==> src/rtl/arb_rr4_decoded.sv <==
// Four-requester round-robin arbiter with a registered winner index decoded to a
// one-hot grant, and a hold-time limit that forces rotation.
module arb_rr4_decoded #(
  parameter int unsigned MAX_HOLD = 8,
  parameter int unsigned HOLD_W   = 4
) (
  input  logic       clk,
  input  logic       rst_n,
  input  logic [3:0] req,
  input  logic       done,
  output logic [3:0] gnt,
  output logic [1:0] gnt_idx,
  output logic       gnt_valid,
  output logic       timeout
);

  localparam int unsigned NUM_REQ = 4;
  localparam int unsigned IDX_W   = 2;

  typedef enum logic {
    S_IDLE = 1'b0,
    S_BUSY = 1'b1
  } state_t;

  state_t              state_q,     state_d;
  logic [IDX_W-1:0]    ptr_q,       ptr_d;
  logic [HOLD_W-1:0]   cnt_q,       cnt_d;
  logic [IDX_W-1:0]    gnt_idx_q,   gnt_idx_d;
  logic                gnt_valid_q, gnt_valid_d;
  logic                timeout_q,   timeout_d;
  logic [NUM_REQ-1:0]  gnt_q,       gnt_d;

  logic                rel_normal;
  logic                hold_hit;
  logic [IDX_W-1:0]    rel_ptr;

  // First set request at or after p, wrapping mod 4; p is searched first.
  function automatic logic [IDX_W-1:0] rr_pick(input logic [NUM_REQ-1:0] r,
                                               input logic [IDX_W-1:0]   p);
    logic [IDX_W-1:0] c;
    logic [IDX_W-1:0] pick;
    pick = p;
    for (int k = NUM_REQ - 1; k >= 0; k--) begin
      c = p + IDX_W'(k);
      if (r[c]) pick = c;
    end
    return pick;
  endfunction

  // Release decision and next grant selection.
  always_comb begin
    state_d     = state_q;
    ptr_d       = ptr_q;
    cnt_d       = cnt_q;
    gnt_idx_d   = gnt_idx_q;
    gnt_valid_d = gnt_valid_q;
    timeout_d   = 1'b0;

    rel_normal  = done | ~req[gnt_idx_q];
    hold_hit    = (MAX_HOLD != 0) && (cnt_q == HOLD_W'(MAX_HOLD));
    rel_ptr     = gnt_idx_q + IDX_W'(1);

    case (state_q)
      S_IDLE: begin
        if (|req) begin
          gnt_idx_d   = rr_pick(req, ptr_q);
          gnt_valid_d = 1'b1;
          cnt_d       = HOLD_W'(1);
          state_d     = S_BUSY;
        end
      end
      S_BUSY: begin
        if (rel_normal || hold_hit) begin
          // done or a dropped request takes precedence over the hold limit
          ptr_d     = rel_ptr;
          timeout_d = ~rel_normal;
          if (|req) begin
            gnt_idx_d   = rr_pick(req, rel_ptr);
            gnt_valid_d = 1'b1;
            cnt_d       = HOLD_W'(1);
          end else begin
            gnt_valid_d = 1'b0;
            cnt_d       = '0;
            state_d     = S_IDLE;
          end
        end else if (cnt_q != {HOLD_W{1'b1}}) begin
          cnt_d = cnt_q + HOLD_W'(1);
        end
      end
      default: begin
        state_d     = S_IDLE;
        gnt_valid_d = 1'b0;
      end
    endcase

    gnt_d = gnt_valid_d ? (NUM_REQ'(1) << gnt_idx_d) : '0;
  end

  always_ff @(posedge clk) begin
    if (!rst_n) begin
      state_q     <= S_IDLE;
      ptr_q       <= '0;
      cnt_q       <= '0;
      gnt_idx_q   <= '0;
      gnt_valid_q <= 1'b0;
      timeout_q   <= 1'b0;
      gnt_q       <= '0;
    end else begin
      state_q     <= state_d;
      ptr_q       <= ptr_d;
      cnt_q       <= cnt_d;
      gnt_idx_q   <= gnt_idx_d;
      gnt_valid_q <= gnt_valid_d;
      timeout_q   <= timeout_d;
      gnt_q       <= gnt_d;
    end
  end

  assign gnt       = gnt_q;
  assign gnt_idx   = gnt_idx_q;
  assign gnt_valid = gnt_valid_q;
  assign timeout   = timeout_q;

endmodule

==> config.mk <==
export PLATFORM = sky130hd
export DESIGN_NAME = arb_rr4_decoded
export DESIGN_NICKNAME = d
export VERILOG_FILES = /design/src/rtl/arb_rr4_decoded.sv
export SDC_FILE = /design/constraint.sdc
export NUM_CORES = 1
export LEC_CHECK = 0
export BUFFER_PORTS_ARGS = -buffer_cell sky130_fd_sc_hd__buf_2
export CORE_MARGIN = 2
export CORE_UTILIZATION = 40
export DETAILED_ROUTE_END_ITERATION = 7
export PLACE_DENSITY = 0.71
export SLEW_MARGIN = 30
export SYNTH_ARGS = -nofsm -noshare
export SYNTH_HDL_FRONTEND = slang
export SYNTH_SLANG_ARGS = --single-unit
export TNS_END_PERCENT = 30
==> constraint.sdc <==
create_clock -name clk -period 4.15 [get_ports clk]
set_clock_uncertainty 0.15 [all_clocks]
set_input_delay 0.6225 -clock clk [delete_from_list [all_inputs] [get_ports clk]]
set_output_delay 0.6225 -clock clk [all_outputs]
set_load 0.05 [all_outputs]
* Word level (Yosys, flattened, before mapping)
Cells that the tools add are included.
** Cells by class
- $add $sub $neg :: 8
- Order comparisons :: 9
- Equality and inequality tests :: 4
- Shift operators :: 1
- Mux-type cells :: 41
- Bitwise operators :: 4
- Reductions and logical operators :: 6
** Operators by type and width (count)
- < comparator 2 x 3 -> 1 bit, second input constant :: 9
- 2-to-1 mux 2 bit :: 11
- binary-select mux 1 bit (select 2 bit) :: 9
- 2-to-1 mux 1 bit :: 14
- 2-to-1 mux 4 bit :: 3
- adder 2 bit, second input constant :: 4
- case mux 4 bit (2 select lines) :: 1
- adder 2 x 1 -> 2 bit, second input constant :: 3
- AND reduction 2 bit :: 3
- adder 4 x 1 -> 4 bit, second input constant :: 1
- == test 4 bit, second input constant :: 1
- != test 4 bit, second input constant :: 1
- case mux 1 bit (2 select lines) :: 2
- case mux 2 bit (2 select lines) :: 1
- OR reduction 4 bit :: 1
- left shift 1 x 2 -> 4 bit, first input constant :: 1
- != test 3 x 1 -> 1 bit, second input constant :: 1
- inverter 1 bit :: 3
- AND reduction 3 bit :: 1
- != test 2 bit, second input constant :: 1
- logical OR 1 bit :: 1
- OR 1 bit :: 1
** Word-level totals
- Register bits after elaboration :: 15
- Bits of input ports :: 7
- Output and inout bits :: 8
- Logic and storage cells :: 80

* Depth between registers and ports, before layout
- Depth in word-level cells :: 12
- Gate-level depth with buffers :: 8
- Mapped depth without buffers :: 7

* Worst setup path before layout
Ideal clock, no wire load.
- Path kind :: input to register
- Start point :: in req[1]
- End point :: reg gnt_q[2] (netlist: gnt[2])
- Setup time :: 128 ps
- Data arrival time :: 1896 ps
- Data required time :: 3872 ps
- Path slack :: 1976 ps
- Stages on the path :: 8
- Buffers on the path :: 2
- Path through :: buf_6 > or4_4 > buf_6 > nor2_1 > a211oi_1 > nor3_2 > nand2b_1 > nor2_1
** On the way
- Longest elaborated chain between the ends :: 10
- Elaborated cells between the ends (all ways) :: 40
- Those cells by class :: 1 x shift; 34 x mux; 2 x bitwise; 3 x reduce/logical
** RTL lines
- start, declared :: line 9 : input logic [3:0] req,
- binary-select mux 1 bit (select 2 bit) :: line 45 : if (r[c]) pick = c;
- 2-to-1 mux 1 bit (not written as such) :: line 45
- 2-to-1 mux 2 bit (4 in a row) :: line 45
- 2-to-1 mux 2 bit :: line 77 : if (|req) begin
- 2-to-1 mux 2 bit :: line 73 : if (rel_normal || hold_hit) begin
- case mux 2 bit (2 select lines) :: line 63 : case (state_q)
- left shift 1 x 2 -> 4 bit :: line 96 : gnt_d = gnt_valid_d ? (NUM_REQ'(1) << gnt_idx_d) : '0;
- end signal, assigned :: line 115 : gnt_q <= gnt_d;
- end, declared :: line 31 : logic [NUM_REQ-1:0] gnt_q, gnt_d;
Several ways; a longest one is shown, not always the timed one. The select of a mux whose other input is x is not followed.
A chain may end at the register's enable or synchronous reset.

* Worst setup path in the final report
- Start point :: reg gnt_idx_q[1] (netlist: gnt_idx[1])
- End point :: reg gnt_idx_q[0] (netlist: gnt_idx[0])
** On the way
- Longest elaborated chain between the ends :: 11
- Elaborated cells between the ends (all ways) :: 24
- Those cells by class :: 4 x add/sub; 17 x mux; 2 x bitwise; 1 x reduce/logical
** RTL lines
- start, declared :: line 28 : logic [IDX_W-1:0] gnt_idx_q, gnt_idx_d;
- start signal, assigned :: line 112 : gnt_idx_q <= gnt_idx_d;
- adder 2 x 1 -> 2 bit :: line 61 : rel_ptr = gnt_idx_q + IDX_W'(1);
- adder 2 bit :: line 44 : c = p + IDX_W'(k);
- binary-select mux 1 bit (select 2 bit) :: line 45
- 2-to-1 mux 1 bit (not written as such) :: line 45
- 2-to-1 mux 2 bit (4 in a row) :: line 45
- 2-to-1 mux 2 bit :: line 77
- 2-to-1 mux 2 bit (*) :: line 73
- case mux 2 bit (2 select lines) (*) :: line 63
Every way passes the cells marked *; elsewhere a longest branch is shown, timed or not. The select of a mux whose other input is x is not followed.

==> results.py <==
metrics = {
    "run_status": {
        "status": "complete, no violations",
    },
    "sta": {
        "finalSetupTns_ps": 0,
        "final_max_slew_viol_count": 0,
        "timing.final.crit_share": 0.5401,
        "whs_ps": 349.4,
        "setup_viol": 0,
        "fmax_mhz": 446.2,
        "worst_pin_slew_ps": 579.9,
        "hold_violations": 0,
        "slew_headroom": 0.6099,
        "rsz0062_at_grt": "false",
        "fin_crit_ps": 2241,
        "setup_ws_ps": 1909,
    },
    "global_routing": {
        "grt_use_met2": 0.2607,
        "groute.layer.met3.usage": 0.03801,
        "grt.total_usage": 0.1659,
        "antenna_found_initial": 0,
        "busiest_layer": "met2",
        "grt_start_max_net_pins": 15,
        "grt_pass1_vias": 753,
        "grtUsageMet1": 0.1968,
        "grt_first_pass_wirelength_um": 3215,
        "grt_overflow_total": 0,
    },
    "die": {
        "num_rows": 17,
        "coreArea_um2": 2170,
        "initial_utilization": 0.4141,
        "die_area_um2": 2641,
        "die_width_um": 51.39,
        "die_h_um": 51.39,
        "ios": 15,
    },
    "final_layout": {
        "layout_common_cells": "15 x dfxtp_1, 14 x buf_2, 12 x nor2_1",
        "multi_input_area_um2": 538.0,
        "seq_area_um2": 300.3,
        "final_cell_count_no_fill": 148,
        "fillerInstances": 235,
        "syn_to_final_growth_pct": 10.17,
        "layout.nets": 130,
        "drive_gt1_frac": 0.1917,
        "diodes": 0,
        "final_common_cell": "dfxtp_1",
    },
    "route": {
        "via_count": 828,
        "via_per_inst": 5.595,
        "first_pass_iters": 4,
        "route.detailed.drc": 0,
        "routed_wl_um": 1875,
        "antenna_left": 0,
        "drt_iter0_drc": 11,
        "avgRoutedWirePerCell_um": 12.67,
    },
    "synth": {
        "syn_inst": 108,
        "synth_area_um2": 898.4,
        "ys_types": 39,
        "synthFlopType": "dfxtp_1",
        "synthArstFlopShare": 0,
        "synth_top_area_frac": 0.3343,
        "netlist.top_cell.by_area": "dfxtp_1",
        "ys_seq_elements": 15,
        "ys_seq_area_frac": 0.3343,
        "synth-edff-count": 0,
        "ys_warn_count": 0,
        "synth_nets": 117,
        "synthesis.area_per_instance_um2": 8.318,
        "yosys-top-cells-area": "dfxtp_1 33%, nor2_1 5.0%, nor2b_1 4.9%, a211oi_1 4.2%, a21oi_1 3.9%",
    },
    "placement": {
        "pre_cts_ws_ps": 1852,
        "gp_congestion": 0.8452,
        "dpl.cell_count": 144,
        "port_buffers": 14,
        "dpl.hpwl_um": 1442,
    },
    "setup_path": {
        "path_class": "reg -> reg",
        "cp.arrival_ps": 2280,
        "startpoint_type": "flip-flop",
        "endpoint_kind": "flip-flop",
        "cp_max_fo": 14,
        "required_ps": 4190,
    },
    "cts": {
        "insertion_delay_ps": 290,
        "cts_buffers": 3,
        "cts_sinks": 15,
        "cts_setup_buffers": 0,
        "cts.clk_slew.worst_paths_ps": 90,
        "clockBufferDepth": 2,
        "cts_hold_buf": 0,
        "tritoncts": "yes",
        "cts_resized": 0,
        "root_buffer": "clkbuf_4",
        "htree_num_levels": 1,
    },
    "power_and_ir_drop": {
        "p_leak_nw": 0.3870,
        "power_density_nw_per_um2": 357.2,
        "ir_worst_vdd_mv": 0.1840,
    },
    "min_path": {
        "min_path_type": "reg -> reg",
    },
    "flow_run": {
        "maxCapViolCount": 0,
    },
}
where the power goes:
group / switching, mW / leakage [nW] / total (mW) / internal (mW)
logic: 0.0648 / 0.246 / 0.100 / 0.0352
clock network: 0.0486 / 0.0177 / 0.0845 / 0.0359
registers: 0.0137 / 0.124 / 0.169 / 0.155
stage by stage:
stage          utilization  area (um2)  total power [mW]
6_report            0.4562       989.7            0.3535
5_1_grt             0.4562       989.7            0.3733
4_1_cts             0.4562       989.7            0.3573
3_5_place_dp        0.4435       962.2            0.2720
3_3_place_gp        0.4435       962.2            0.2704
2_1_floorplan            -       898.4            0.2521
layer usage:
| layer | vias to the layer above | wire length (um) |
|---|---|---|
| met5 | - | 0 |
| met4 | 0 | 42 |
| met3 | 4 | 60 |
| met2 | 13 | 900 |
| met1 | 393 | 870 |
| li1 | 418 | - |
synth_stat cells (all sizes together) (2+ instances only):
master	count
nand4	2
nor2	12
nand3	2
a21oi	7
nand2b	4
nand2	6
inv	5
ha	2
dfxtp	15
nor2b	7
o22ai	2
o21ai	5
a211oi	5
a211o	3
o221ai	2
nor3	5
and3b	2
buf	5
mux2i	2
cells by family after synthesis:
group	after synthesis	share of synthesized area
AOI/OAI and AO/OA	30	0.2493
xor gates and xnor gates	2	0.01950
adders and majority gates	2	0.02785
buffers and inverters	11	0.06684
DFF	15	0.3343
muxes	2	0.02229
and+or+nand+nor	46	0.2800
worst paths after layout:
| path | from | end | slack, ps | depth (start not counted) |
|---|---|---|---|---|
| max | gnt_idx[1] | gnt_idx[0] | 1910 | 6 |
| max reg2reg | gnt_idx[1] | gnt_idx[0] | 1910 | 6 |
| min | cnt_q[1] | cnt_q[1] | 350 | 2 |
| min reg2reg | cnt_q[1] | cnt_q[1] | 350 | 2 |
registers in the layout, indices dropped and copies added, names as in the netlist:
register   cells
gnt_valid      1
cnt_q          4
gnt_idx        2
state_q        1
timeout        1
gnt            4
ptr_q          2
worst max-delay path: stages, from the launching register on:
cell	delay (ps)
dfxtp_1	620
mux2i_1	300
o22a_2	250
o21ai_2	100
a211oi_1	240
o221ai_1	260
and2_1	230
layout make-up:
type | instances | area share
multi-input cells | 82 | 0.5436
flip-flops and latches | 15 | 0.3034
repair buffers | 14 | 0.07080
well taps | 28 | 0.03540
clock buffers | 3 | 0.02276
inverters | 5 | 0.01896
clock inverters | 1 | 0.005057
(Power assumes the default switching activity.)
